<file path="src/rtl/load_store_unit_pkg.sv">
// Shared encodings for the load/store unit and the control unit: store/load select codes,
// LSU FSM states, and the access-size decode used by the datapath.
package load_store_unit_pkg;

    typedef enum logic [1:0] {
        WselByte = 2'b00,
        WselHalf = 2'b01,
        WselWord = 2'b10,
        WselNone = 2'b11
    } wsel_e;

    typedef enum logic [2:0] {
        RselLb   = 3'b000,
        RselLh   = 3'b010,
        RselLw   = 3'b011,
        RselLbu  = 3'b100,
        RselLhu  = 3'b101,
        RselNone = 3'b111
    } rsel_e;

    typedef enum logic [2:0] {
        StIdle,
        StRd,
        StMerge,
        StWr,
        StLdcap,
        StResp
    } lsu_state_e;

    typedef enum logic [1:0] {
        SzNone,
        SzByte,
        SzHalf,
        SzWord
    } acc_size_e;

    typedef struct packed {
        acc_size_e size;
        logic      sign_ext;
    } acc_kind_t;

    // Unlisted RSel codes fall through to SzNone and behave as a no-op.
    function automatic acc_kind_t decode_access(input logic       mem_rw,
                                                input logic [1:0] wsel,
                                                input logic [2:0] rsel);
        acc_kind_t k;
        k.size     = SzNone;
        k.sign_ext = 1'b0;
        if (mem_rw) begin
            case (wsel)
                WselByte: k.size = SzByte;
                WselHalf: k.size = SzHalf;
                WselWord: k.size = SzWord;
                default:  k.size = SzNone;
            endcase
        end else begin
            case (rsel)
                RselLb:  begin k.size = SzByte; k.sign_ext = 1'b1; end
                RselLh:  begin k.size = SzHalf; k.sign_ext = 1'b1; end
                RselLw:  k.size = SzWord;
                RselLbu: k.size = SzByte;
                RselLhu: k.size = SzHalf;
                default: k.size = SzNone;
            endcase
        end
        return k;
    endfunction

    function automatic logic is_misaligned(input acc_size_e size, input logic [1:0] lane);
        return ((size == SzHalf) && lane[0]) || ((size == SzWord) && (lane != 2'b00));
    endfunction

endpackage

</file>
<file path="src/rtl/lsu_lane_align.sv">
// Combinational lane datapath: extracts and extends load data from a memory word, and merges
// narrow store data into a memory word for read-modify-write.
module lsu_lane_align
    import load_store_unit_pkg::*;
(
    input  acc_size_e   size,
    input  logic        sign_ext,
    input  logic [1:0]  lane,
    input  logic [31:0] mem_word,
    input  logic [31:0] store_data,
    output logic [31:0] load_data,
    output logic [31:0] merge_data
);

    logic [31:0] shifted;

    always_comb begin
        shifted   = mem_word >> {lane, 3'b000};
        load_data = '0;
        case (size)
            SzByte:  load_data = {{24{sign_ext & shifted[7]}}, shifted[7:0]};
            SzHalf:  load_data = {{16{sign_ext & shifted[15]}}, shifted[15:0]};
            SzWord:  load_data = mem_word;
            default: load_data = '0;
        endcase
    end

    always_comb begin
        merge_data = mem_word;
        case (size)
            SzByte:  merge_data[{lane, 3'b000} +: 8]      = store_data[7:0];
            SzHalf:  merge_data[{lane[1], 4'b0000} +: 16] = store_data[15:0];
            SzWord:  merge_data = store_data;
            default: merge_data = mem_word;
        endcase
    end

endmodule

</file>
<file path="src/rtl/load_store_unit.sv">
// Load/store unit: one request at a time against a single-port 32-bit SRAM with one-cycle read
// latency; narrow stores use read-modify-write, misaligned and no-op requests skip memory.
module load_store_unit
    import load_store_unit_pkg::*;
#(
    parameter int unsigned ADDR_W = 10
) (
    input  logic              clk,
    input  logic              rst_n,
    input  logic              req_valid,
    output logic              req_ready,
    input  logic              MemRW,
    input  logic [1:0]        WSel,
    input  logic [2:0]        RSel,
    input  logic [31:0]       addr,
    input  logic [31:0]       wdata,
    output logic              resp_valid,
    output logic [31:0]       rdata,
    output logic              misalign,
    output logic              mem_en,
    output logic              mem_we,
    output logic [ADDR_W-1:0] mem_addr,
    output logic [31:0]       mem_wdata,
    input  logic [31:0]       mem_rdata
);

    lsu_state_e        state_q, state_d;
    logic              store_q, store_d;
    acc_size_e         size_q, size_d;
    logic              sign_q, sign_d;
    logic [1:0]        lane_q, lane_d;
    logic [ADDR_W-1:0] addr_q, addr_d;
    logic [31:0]       data_q, data_d;
    logic [31:0]       rdata_q, rdata_d;
    logic              misalign_q, misalign_d;

    acc_kind_t   acc;
    logic        req_misal;
    logic [31:0] load_data;
    logic [31:0] merge_data;

    // Address bits above the SRAM word index are intentionally dropped so the space wraps.
    logic unused_addr;
    assign unused_addr = ^addr[31:ADDR_W+2];

    assign acc       = decode_access(MemRW, WSel, RSel);
    assign req_misal = is_misaligned(acc.size, addr[1:0]);

    lsu_lane_align u_lane_align (
        .size       (size_q),
        .sign_ext   (sign_q),
        .lane       (lane_q),
        .mem_word   (mem_rdata),
        .store_data (data_q),
        .load_data  (load_data),
        .merge_data (merge_data)
    );

    always_comb begin
        state_d    = state_q;
        store_d    = store_q;
        size_d     = size_q;
        sign_d     = sign_q;
        lane_d     = lane_q;
        addr_d     = addr_q;
        data_d     = data_q;
        rdata_d    = rdata_q;
        misalign_d = misalign_q;

        case (state_q)
            StIdle: begin
                if (req_valid) begin
                    store_d = MemRW;
                    size_d  = acc.size;
                    sign_d  = acc.sign_ext;
                    lane_d  = addr[1:0];
                    addr_d  = addr[ADDR_W+1:2];
                    data_d  = wdata;
                    if ((acc.size == SzNone) || req_misal) begin
                        state_d    = StResp;
                        rdata_d    = '0;
                        misalign_d = req_misal;
                    end else if (MemRW && (acc.size == SzWord)) begin
                        state_d = StWr;
                    end else begin
                        state_d = StRd;
                    end
                end
            end
            StRd:    state_d = store_q ? StMerge : StLdcap;
            StMerge: begin
                // data_q now carries the full merged word for the write cycle.
                data_d  = merge_data;
                state_d = StWr;
            end
            StWr: begin
                rdata_d    = '0;
                misalign_d = 1'b0;
                state_d    = StResp;
            end
            StLdcap: begin
                rdata_d    = load_data;
                misalign_d = 1'b0;
                state_d    = StResp;
            end
            StResp:  state_d = StIdle;
            default: state_d = StIdle;
        endcase
    end

    always_ff @(posedge clk or negedge rst_n) begin
        if (!rst_n) begin
            state_q    <= StIdle;
            store_q    <= 1'b0;
            size_q     <= SzNone;
            sign_q     <= 1'b0;
            lane_q     <= '0;
            addr_q     <= '0;
            data_q     <= '0;
            rdata_q    <= '0;
            misalign_q <= 1'b0;
        end else begin
            state_q    <= state_d;
            store_q    <= store_d;
            size_q     <= size_d;
            sign_q     <= sign_d;
            lane_q     <= lane_d;
            addr_q     <= addr_d;
            data_q     <= data_d;
            rdata_q    <= rdata_d;
            misalign_q <= misalign_d;
        end
    end

    // Memory strobes decode straight from state so reset kills a pending write at once.
    assign req_ready  = (state_q == StIdle);
    assign resp_valid = (state_q == StResp);
    assign mem_en     = (state_q == StRd) || (state_q == StWr);
    assign mem_we     = (state_q == StWr);
    assign mem_addr   = addr_q;
    assign mem_wdata  = (state_q == StWr) ? data_q : '0;
    assign rdata      = rdata_q;
    assign misalign   = misalign_q;

endmodule
</file>
<file path="config.mk">
export PLATFORM = sky130hd
export DESIGN_NAME = load_store_unit
export DESIGN_NICKNAME = d
export VERILOG_FILES = /design/src/rtl/load_store_unit_pkg.sv /design/src/rtl/lsu_lane_align.sv /design/src/rtl/load_store_unit.sv
export SDC_FILE = /design/constraint.sdc
export NUM_CORES = 1
export LEC_CHECK = 0
export ABC_AREA = 1
export BUFFER_PORTS_ARGS = -buffer_cell sky130_fd_sc_hd__buf_2
export CORE_MARGIN = 1
export CORE_UTILIZATION = 25
export CTS_CLUSTER_DIAMETER = 80
export DETAILED_ROUTE_END_ITERATION = 7
export MAX_ROUTING_LAYER = met4
export SYNTH_ARGS = -nofsm -noshare
export SYNTH_HDL_FRONTEND = slang
export SYNTH_SLANG_ARGS = --single-unit
</file>
<file path="constraint.sdc">
create_clock -name clk -period 4.8 [get_ports clk]
set_input_delay 0.24 -clock clk [delete_from_list [all_inputs] [get_ports clk]]
set_output_delay 0.24 -clock clk [all_outputs]
set_load 0.05 [all_outputs]
</file>
# ---- Word level (Yosys, flattened, before mapping)
# Index checks and enable logic that the tools add are counted.
dict set report totals {
  ff_bits 84
  latch_bits 0
  ram_bits 0
  romBits 0
  input_bits 105
  elab_cells 82
  memories 0
}
dict set report op_classes {
  add_sub_neg 2
  multipliers 0
  n_div 0
  order_cmp 0
  eq_ne 19
  shift 5
  muxes 23
  bitwise 2
  n_reduce_logical 22
}
# op n
set op_table {}
lappend op_table {{$pmux 32 s3} 3}
lappend op_table {{$mux 32} 4}
lappend op_table {{$bwmux 32} 2}
lappend op_table {{$pmux 32 s2} 1}
lappend op_table {{$shift 16x7->32 const A} 1}
lappend op_table {{$shift 8x7->32 const A} 1}
lappend op_table {{$shiftx 16x7->32} 1}
lappend op_table {{$shiftx 8x7->32} 1}
lappend op_table {{$shr 32x5->16} 1}
lappend op_table {{$neg 5->7} 2}
lappend op_table {{$eq 3x2->1 const B} 4}
lappend op_table {{$eq 3x3->1 const B} 4}
lappend op_table {{$pmux 2 s3} 2}
lappend op_table {{$pmux 3 s4} 1}
lappend op_table {{$eq 2x2->1 const B} 5}
lappend op_table {{$mux 3} 3}
lappend op_table {{$reduce_and 3->1} 3}
lappend op_table {{$reduce_or 2->1} 4}
lappend op_table {{$logic_not 3->1} 2}
lappend op_table {{$reduce_bool 2->1} 3}
lappend op_table {{$eq 2x1->1 const B} 2}
lappend op_table {{$logic_not 2->1} 2}
lappend op_table {{$mux 1} 4}
lappend op_table {{$mux 2} 2}
lappend op_table {{other kinds (9)} 15}

# ---- Logic depth before layout (Yosys ltp)
# Gate-level depths: netlist of the first run.
dict set report logic_depth {
  depth_word 11
  depth_mapped 12
}

# ---- By module
# A second synthesis of the first run with hierarchy kept.
dict set report unflattened {
  hier_cells 1047
  hier_area_um2 6356.1
}
# mod instances cells_each area_each_um2 seq_area_each_um2
set by_module_without_submodules {}
lappend by_module_without_submodules {load_store_unit 1 502 3897.5 2102.0}
lappend by_module_without_submodules {lsu_lane_align 1 545 2458.6 0.0}

# ---- Worst setup path after synthesis of the first run
# OpenSTA, ideal clock, no wires.
dict set report synth_path {
  path_type {register to output}
  from {reg state_q[2]}
  to {out mem_wdata[10]}
  arrival_time_ns 2.465
  t_required_ns 4.560
  setup_slack_ns 2.095
  stages_incl_launch_ff 7
  path_buffers 1
  cell_sequence {dfrtp_1 -> inv_2 -> nand2_2 -> nor2_1 -> inv_1 -> buf_2 -> nor2_1}
}
dict set report synth_via {
  elab_chain_len 2
}
# element line_no
set synth_rtl {}
lappend synth_rtl {{start, declared} load_store_unit.sv:27} ;# lsu_state_e state_q, state_d;
lappend synth_rtl {{start signal, assigned} load_store_unit.sv:113} ;# state_q <= StIdle;
lappend synth_rtl {{start signal, assigned} load_store_unit.sv:123} ;# state_q <= state_d;
lappend synth_rtl {{$eq 3x2->1} n/a}
lappend synth_rtl {{via mem_we} load_store_unit.sv:21} ;# output logic mem_we,
lappend synth_rtl {{$mux 32} load_store_unit.sv:141} ;# assign mem_wdata = (state_q == StWr) ? data_q : '0;
lappend synth_rtl {{end, declared} load_store_unit.sv:23} ;# output logic [31:0] mem_wdata,
# The timed path passes the listed nets, and every way through them passes these cells.

# ---- Final worst setup path of the first run
dict set report layout_path {
  from {reg state_q[2]}
  to {out mem_wdata[5]}
}
dict set report layout_via {
  elab_chain_len 2
}
# element line_no
set layout_rtl {}
lappend layout_rtl {{$eq 3x2->1} load_store_unit.sv:141}
lappend layout_rtl {{$mux 32} load_store_unit.sv:141}
# Every way passes these cells.

==> results of run 1 <==
## routing by layer
layer  GRT usage, %  up-vias  routed length (microns)
met5              -        -                        0
met4           4.44        0                      310
met3           4.88       21                     1490
met2           26.9      194                     8650
met1           22.5     2598                     8570
li1               -     2838                        -
## power by group
part | internal (mW) | total (mW) | switching (mW)
registers | 1.00 | 1.19 | 0.189
logic | 0.658 | 2.53 | 1.87
clock network | 0.472 | 0.771 | 0.299
total | 2.13 | 4.50 | 2.36
## final cells by class
type                            count  share of cell area [%]
Antenna cell                        5                   0.184
Clock buffer                       11                    3.57
Clock inverter                      5                    1.25
Inverter                           83                    4.59
Multi-Input combinational cell    554                    41.5
Sequential cell                    84                    30.9
Tap cell                          275                    5.06
Timing Repair Buffer              170                    12.9
## path summary, 6_finish.rpt
path                                   startpoint                       to
max in group asynchronous                   rst_n    size_q[0]$_DFFE_PN0P_
max                        state_q[2]$_DFFE_PN0P_             mem_wdata[5]
max reg2reg                state_q[2]$_DFFE_PN0P_   data_q[21]$_DFFE_PN0P_
min reg2reg                 rdata[21]$_DFFE_PN0P_    rdata[21]$_DFFE_PN0P_
min                                       addr[3]  mem_addr[1]$_DFFE_PN0P_
min in group asynchronous                   rst_n   data_q[29]$_DFFE_PN0P_
## cell usage after synthesis, types with 2 or more instances
library cell,number
nand2_1,188
o21ai_0,98
dfrtp_1,84
inv_1,76
nor2_1,55
a21oi_1,48
nand3_1,44
o22ai_1,34
clkbuf_1,17
buf_2,15
ha_1,11
mux2_2,10
o211ai_1,10
or2_2,10
a31oi_1,9
inv_2,6
nor3_1,6
a32oi_1,5
buf_4,5
buf_6,5
nand4_1,5
nand2_4,3
o211a_1,3
buf_1,2
nand2_2,2
o21ai_1,2
## registers in the layout (all words and copies together), names as in the netlist
signal,cells
size_q,2
store_q,1
state_q,3
mem_addr,10
rdata,32
misalign,1
data_q,32
lane_q,2
sign_q,1
## cell families after synthesis
logic type	share of synthesized area [%]
and+or+nand+nor	25.0
AOI/OAI and AO/OA	22.0
buffers and inverters	10.1
DFF	38.4
adders and majority gates	2.51
muxes	2.06
## timing repair
action,4_1_cts,5_1_grt
endpoints found under the hold margin,39,0
hold buffers,1,0
setup endpoints to repair,0,0
==> impl_metrics.py, run 1 <==
metrics = {
    "outcome": {
        "outcome": "completed",
    },
    "timing": {
        "setup_viol": 0,
        "fmax_mhz": 370,
        "finalHoldWorstSlack_ns": 0.115,
        "worst_pin_slew_ns": 1.05,
        "fin_crit_ns": 2.70,
        "fin_tns_setup_ns": 0,
        "setup_slack_ns": 2.10,
        "grt_setup_unrepaired": "false",
        "finalHoldViolCount": 0,
        "relSlewSlack_pct": 30.1,
        "slew_violations": 0,
        "skew_ns": 0.00663,
        "period_share_pct": 56.3,
    },
    "worst_hold_path": {
        "hold_depth": 2,
        "worstHoldPathType": "in -> reg",
    },
    "cts": {
        "h-tree-depth": 3,
        "tritoncts": "done",
        "post-cts-setup-buffers": 0,
        "clk_path_buf_depth": 2,
        "cts_resized": 0,
        "clock_sink_count": 84,
        "root_buffer": "clkbuf_16",
        "clock_latency_ns": 0.35,
        "cts.clk_slew.worst_paths_ns": 0.06,
        "cts_buffers": 9,
    },
    "final_layout": {
        "n_fill_cell": 2402,
        "seqCellArea_sq_um": 2100,
        "final_nets": 1018,
        "multi_input_area_sq_um": 2820,
        "stdcell_area_sq_um": 6790,
        "drive_above_1_share_pct": 24.3,
        "mostFrequentLayoutCells": "nand2_1 (188), buf_2 (162), o21ai_0 (98)",
        "layout.cells.non_filler": 1187,
        "final_util_pct": 32.0,
        "layout_commonest_cell": "nand2_1",
        "area_delta_synth_final_pct": 24.1,
    },
    "critical_path": {
        "critPathTopFamily": "buffers and inverters",
        "max_stage_delay_ns": 0.51,
        "worst-path-buf-inv": 3,
        "reg2reg_depth": 9,
        "cp_data_required_time_ns": 4.56,
        "cp.depth": 6,
        "crit_chain": "inv_2 > nand2_2 > nor2_1 > inv_1 > nor2_1 > buf_2",
        "crit_fanout": 33,
        "r2r_slack_ns": 2.14,
        "cp.arrival_ns": 2.46,
        "critPathMostFrequentCell": "nor2_1",
        "start_kind": "flop",
        "critPathSlowestCell": "inv_1",
        "crit_type": "reg -> out",
        "crit_path_end_kind": "output pin",
    },
    "floorplanning": {
        "die_h_microns": 150,
        "die_area_sq_um": 22500,
        "start_util_pct": 25.8,
        "pin_count": 184,
        "die_x_microns": 150,
        "fp-row-count": 53,
        "core_area_sq_um": 21200,
    },
    "global_routing": {
        "grt_max_degree": 59,
        "grt.overflow.total": 0,
        "first_global_vias": 5294,
        "grt_pass1_wl_microns": 29000,
        "gr-usage-all-layers_pct": 17.5,
        "antenna_found_initial": 5,
    },
    "run": {
        "maxCapViolCount": 0,
    },
    "synthesis": {
        "synthArstFlopShare_pct": 100,
        "netlist.top_cell.by_area": "dfrtp_1",
        "synth_fp_nets": 881,
        "synth_top_area_share_pct": 38.4,
        "ys_ff_latch": 84,
        "netlist_instances": 765,
        "syn_area_per_cell_sq_um": 7.16,
        "ys_types": 38,
        "ys_warn_count": 0,
        "synth_area_sq_um": 5480,
        "ys_dominant_reg_cell": "dfrtp_1",
        "synth_edf_count": 0,
        "ys_top_cells_by_area": "dfrtp_1 (38%), nand2_1 (13%), o21ai_0 (9.0%)",
        "synth-seq-area-share_pct": 38.4,
    },
    "detailed_routing": {
        "ant_nets": 0,
        "firstDrtPassIters": 5,
        "detail_route.wl_per_cell_microns": 16.0,
        "route.detailed.drc": 0,
        "wirelength_microns": 19000,
        "drt_iter0_drc": 327,
        "vias": 5651,
        "vias_per_cell": 4.76,
    },
    "pwr": {
        "max-vdd-ir-drop_mv": 0.295,
        "finalPower_mw": 4.50,
        "power_density_nw_per_um2": 662,
        "leakage_nw": 3.66,
    },
    "placement": {
        "place_congestion": 0.924,
        "place_inst": 1165,
        "placed_area_sq_um": 6440,
        "pre_cts_ws_ns": 2.15,
        "port-buffer-count": 163,
        "dpl.hpwl_microns": 14500,
    },
}
(Power assumes the default switching activity.)
==> run 2: changes to the inputs <==
==> constraint.sdc (replaced) <==
create_clock -name clk -period 2.5 [get_ports clk]
set_input_delay 0.125 -clock clk [delete_from_list [all_inputs] [get_ports clk]]
set_output_delay 0.125 -clock clk [all_outputs]
set_load 0.05 [all_outputs]
==> impl_metrics.py, run 2 (synthesis results as in run 1) <==
metrics = {
    "outcome": {
        "outcome": "completed",
    },
    "pwr": {
        "max-vdd-ir-drop_mv": 0.823,
        "power_density_nw_per_um2": 1230,
        "leakage_nw": 3.74,
    },
    "timing": {
        "period_share_pct": 85.9,
        "fmax_mhz": 466,
        "relSlewSlack_pct": 56.0,
        "fin_crit_ns": 2.15,
        "slew_violations": 0,
        "fin_tns_setup_ns": 0,
        "grt_setup_unrepaired": "false",
        "setup_viol": 0,
        "worst_pin_slew_ns": 0.658,
        "skew_ns": 0.00716,
        "finalHoldViolCount": 0,
    },
    "critical_path": {
        "crit_type": "reg -> reg",
        "critPathLaunch": "size_q[0]$_DFFE_PN0P_",
        "cp_data_required_time_ns": 2.73,
        "max_stage_delay_ns": 0.42,
        "critPathMostFrequentCell": "nor2_1",
        "critPathSlowestCell": "nor2_1",
        "crit_chain": "inv_1 > ha_1 > nand2_4 > nand2_1 > nor2_1 > o21ai_0 > nor2_1 > o22ai_1",
        "start_kind": "flop",
        "crit_path_end_kind": "flop",
        "crit_fanout": 15,
        "cp.arrival_ns": 2.38,
        "crit-reg2reg-launch": "size_q[0]$_DFFE_PN0P_",
    },
    "final_layout": {
        "stdcell_area_sq_um": 6960,
        "area_delta_synth_final_pct": 27.1,
        "mostFrequentLayoutCells": "nand2_1 (188), buf_2 (162), o21ai_0 (98)",
        "layout_commonest_cell": "nand2_1",
        "drive_above_1_share_pct": 24.9,
        "final_nets": 1041,
    },
    "cts": {
        "clk_path_buf_depth": 2,
        "cts_buffers": 9,
        "clock_latency_ns": 0.36,
        "clock_sink_count": 84,
        "root_buffer": "clkbuf_16",
        "tritoncts": "done",
        "h-tree-depth": 3,
        "cts.clk_slew.worst_paths_ns": 0.07,
    },
    "global_routing": {
        "grt.overflow.total": 0,
        "grt_max_degree": 50,
        "antenna_found_initial": 4,
        "first_global_vias": 5477,
        "grt_pass1_wl_microns": 29400,
        "gr-usage-all-layers_pct": 17.9,
    },
    "detailed_routing": {
        "wl_met1_microns": 8600,
        "detail_route.wl_per_cell_microns": 16.0,
        "vias_per_cell": 4.77,
        "routed-wl-met2_microns": 9120,
        "drt_iter0_drc": 418,
        "ant_nets": 0,
        "firstDrtPassIters": 5,
        "top_layer": "met4",
        "wl_met3_microns": 1410,
        "vias": 5775,
        "route.detailed.drc": 0,
        "wirelength_microns": 19400,
    },
    "placement": {
        "placed_area_sq_um": 6540,
        "place_congestion": 0.933,
        "dpl.hpwl_microns": 14900,
        "port-buffer-count": 163,
    },
    "run": {
        "maxCapViolCount": 0,
    },
    "floorplanning": {
        "fp-row-count": 53,
        "pin_count": 184,
        "die_h_microns": 150,
        "start_util_pct": 25.8,
        "die_x_microns": 150,
        "die_area_sq_um": 22500,
        "core_area_sq_um": 21200,
    },
    "worst_hold_path": {
        "min_from": "req_valid",
        "worstHoldPathType": "in -> reg",
    },
}
## run 2: cell count changes in the layout (fill, tap and decap cells not counted), moves of 2 or more
cell | before | now
inv_6 | 0 | 2
bufinv_16 | 2 | 0
dlygate4sd3_1 | 1 | 13
buf_4 | 7 | 17
## run 2: repair_timing
action                                 in CTS  in global routing
setup buffers                               0                  0
endpoints found under the hold margin      48                  0
gates resized for setup                     0                  0
hold buffers                               13                  0
## run 2: cell type report
class                   count  area (sq um)
flip-flops and latches     84          2100
fillers                  2363         14300
diodes                      5          12.5
well taps                 275           344
clock buffers              10           229
repair buffers            193          1090
multi-input cells         554          2830
clock inverters             6          47.5
inverters                  83           312
## run 2: where the power goes
group | switching (mW) | internal (mW)
registers | 0.337 | 1.93
clock network | 0.604 | 0.683
logic | 3.66 | 1.37
## run 2: final timing paths
path / end / slack, ns / depth (start not counted)
max: data_q[17]$_DFFE_PN0P_ / 0.35 / 8
min: store_q$_DFFE_PN0P_ / 0.04 / 3
max reg2reg: data_q[17]$_DFFE_PN0P_ / 0.35 / 8
min reg2reg: rdata[18]$_DFFE_PN0P_ / 0.47 / 2
max in group asynchronous: misalign$_DFFE_PN0P_ / 1.56 / 3
min in group asynchronous: data_q[27]$_DFFE_PN0P_ / 0.29 / 2
## run 2: critical path, delay by kind of cell, from the launching register on
kind | cells | cell delay [ns]
adder cells (fa/ha/maj) | 1 | 0.29
AO/OA/AOI/OAI | 2 | 0.22
AND/OR/NAND/NOR | 4 | 1.02
buffers and inverters | 1 | 0.08
flip-flops | 1 | 0.40
## run 2: stage by stage
stage	power [mW]	cells	utilization (%)	setup WS, ns	hold slack [ns]
2_1_floorplan	6.10	765	-	0.220	-0.171
5_1_grt	9.25	1209	32.8	0.127	0.0625
3_3_place_gp	7.24	1176	30.8	0.424	0.141
4_1_cts	8.65	1205	32.7	0.365	0.0362
6_report	8.59	1210	32.8	0.353	0.0426
3_5_place_dp	7.31	1176	30.8	0.405	0.147
## run 2: layer usage
layer / up-vias / GRT usage, %
li1: 2881 / -
met1: 2680 / 22.6
met2: 199 / 28.5
met3: 15 / 4.42
met4: 0 / 4.49
met5: - / -
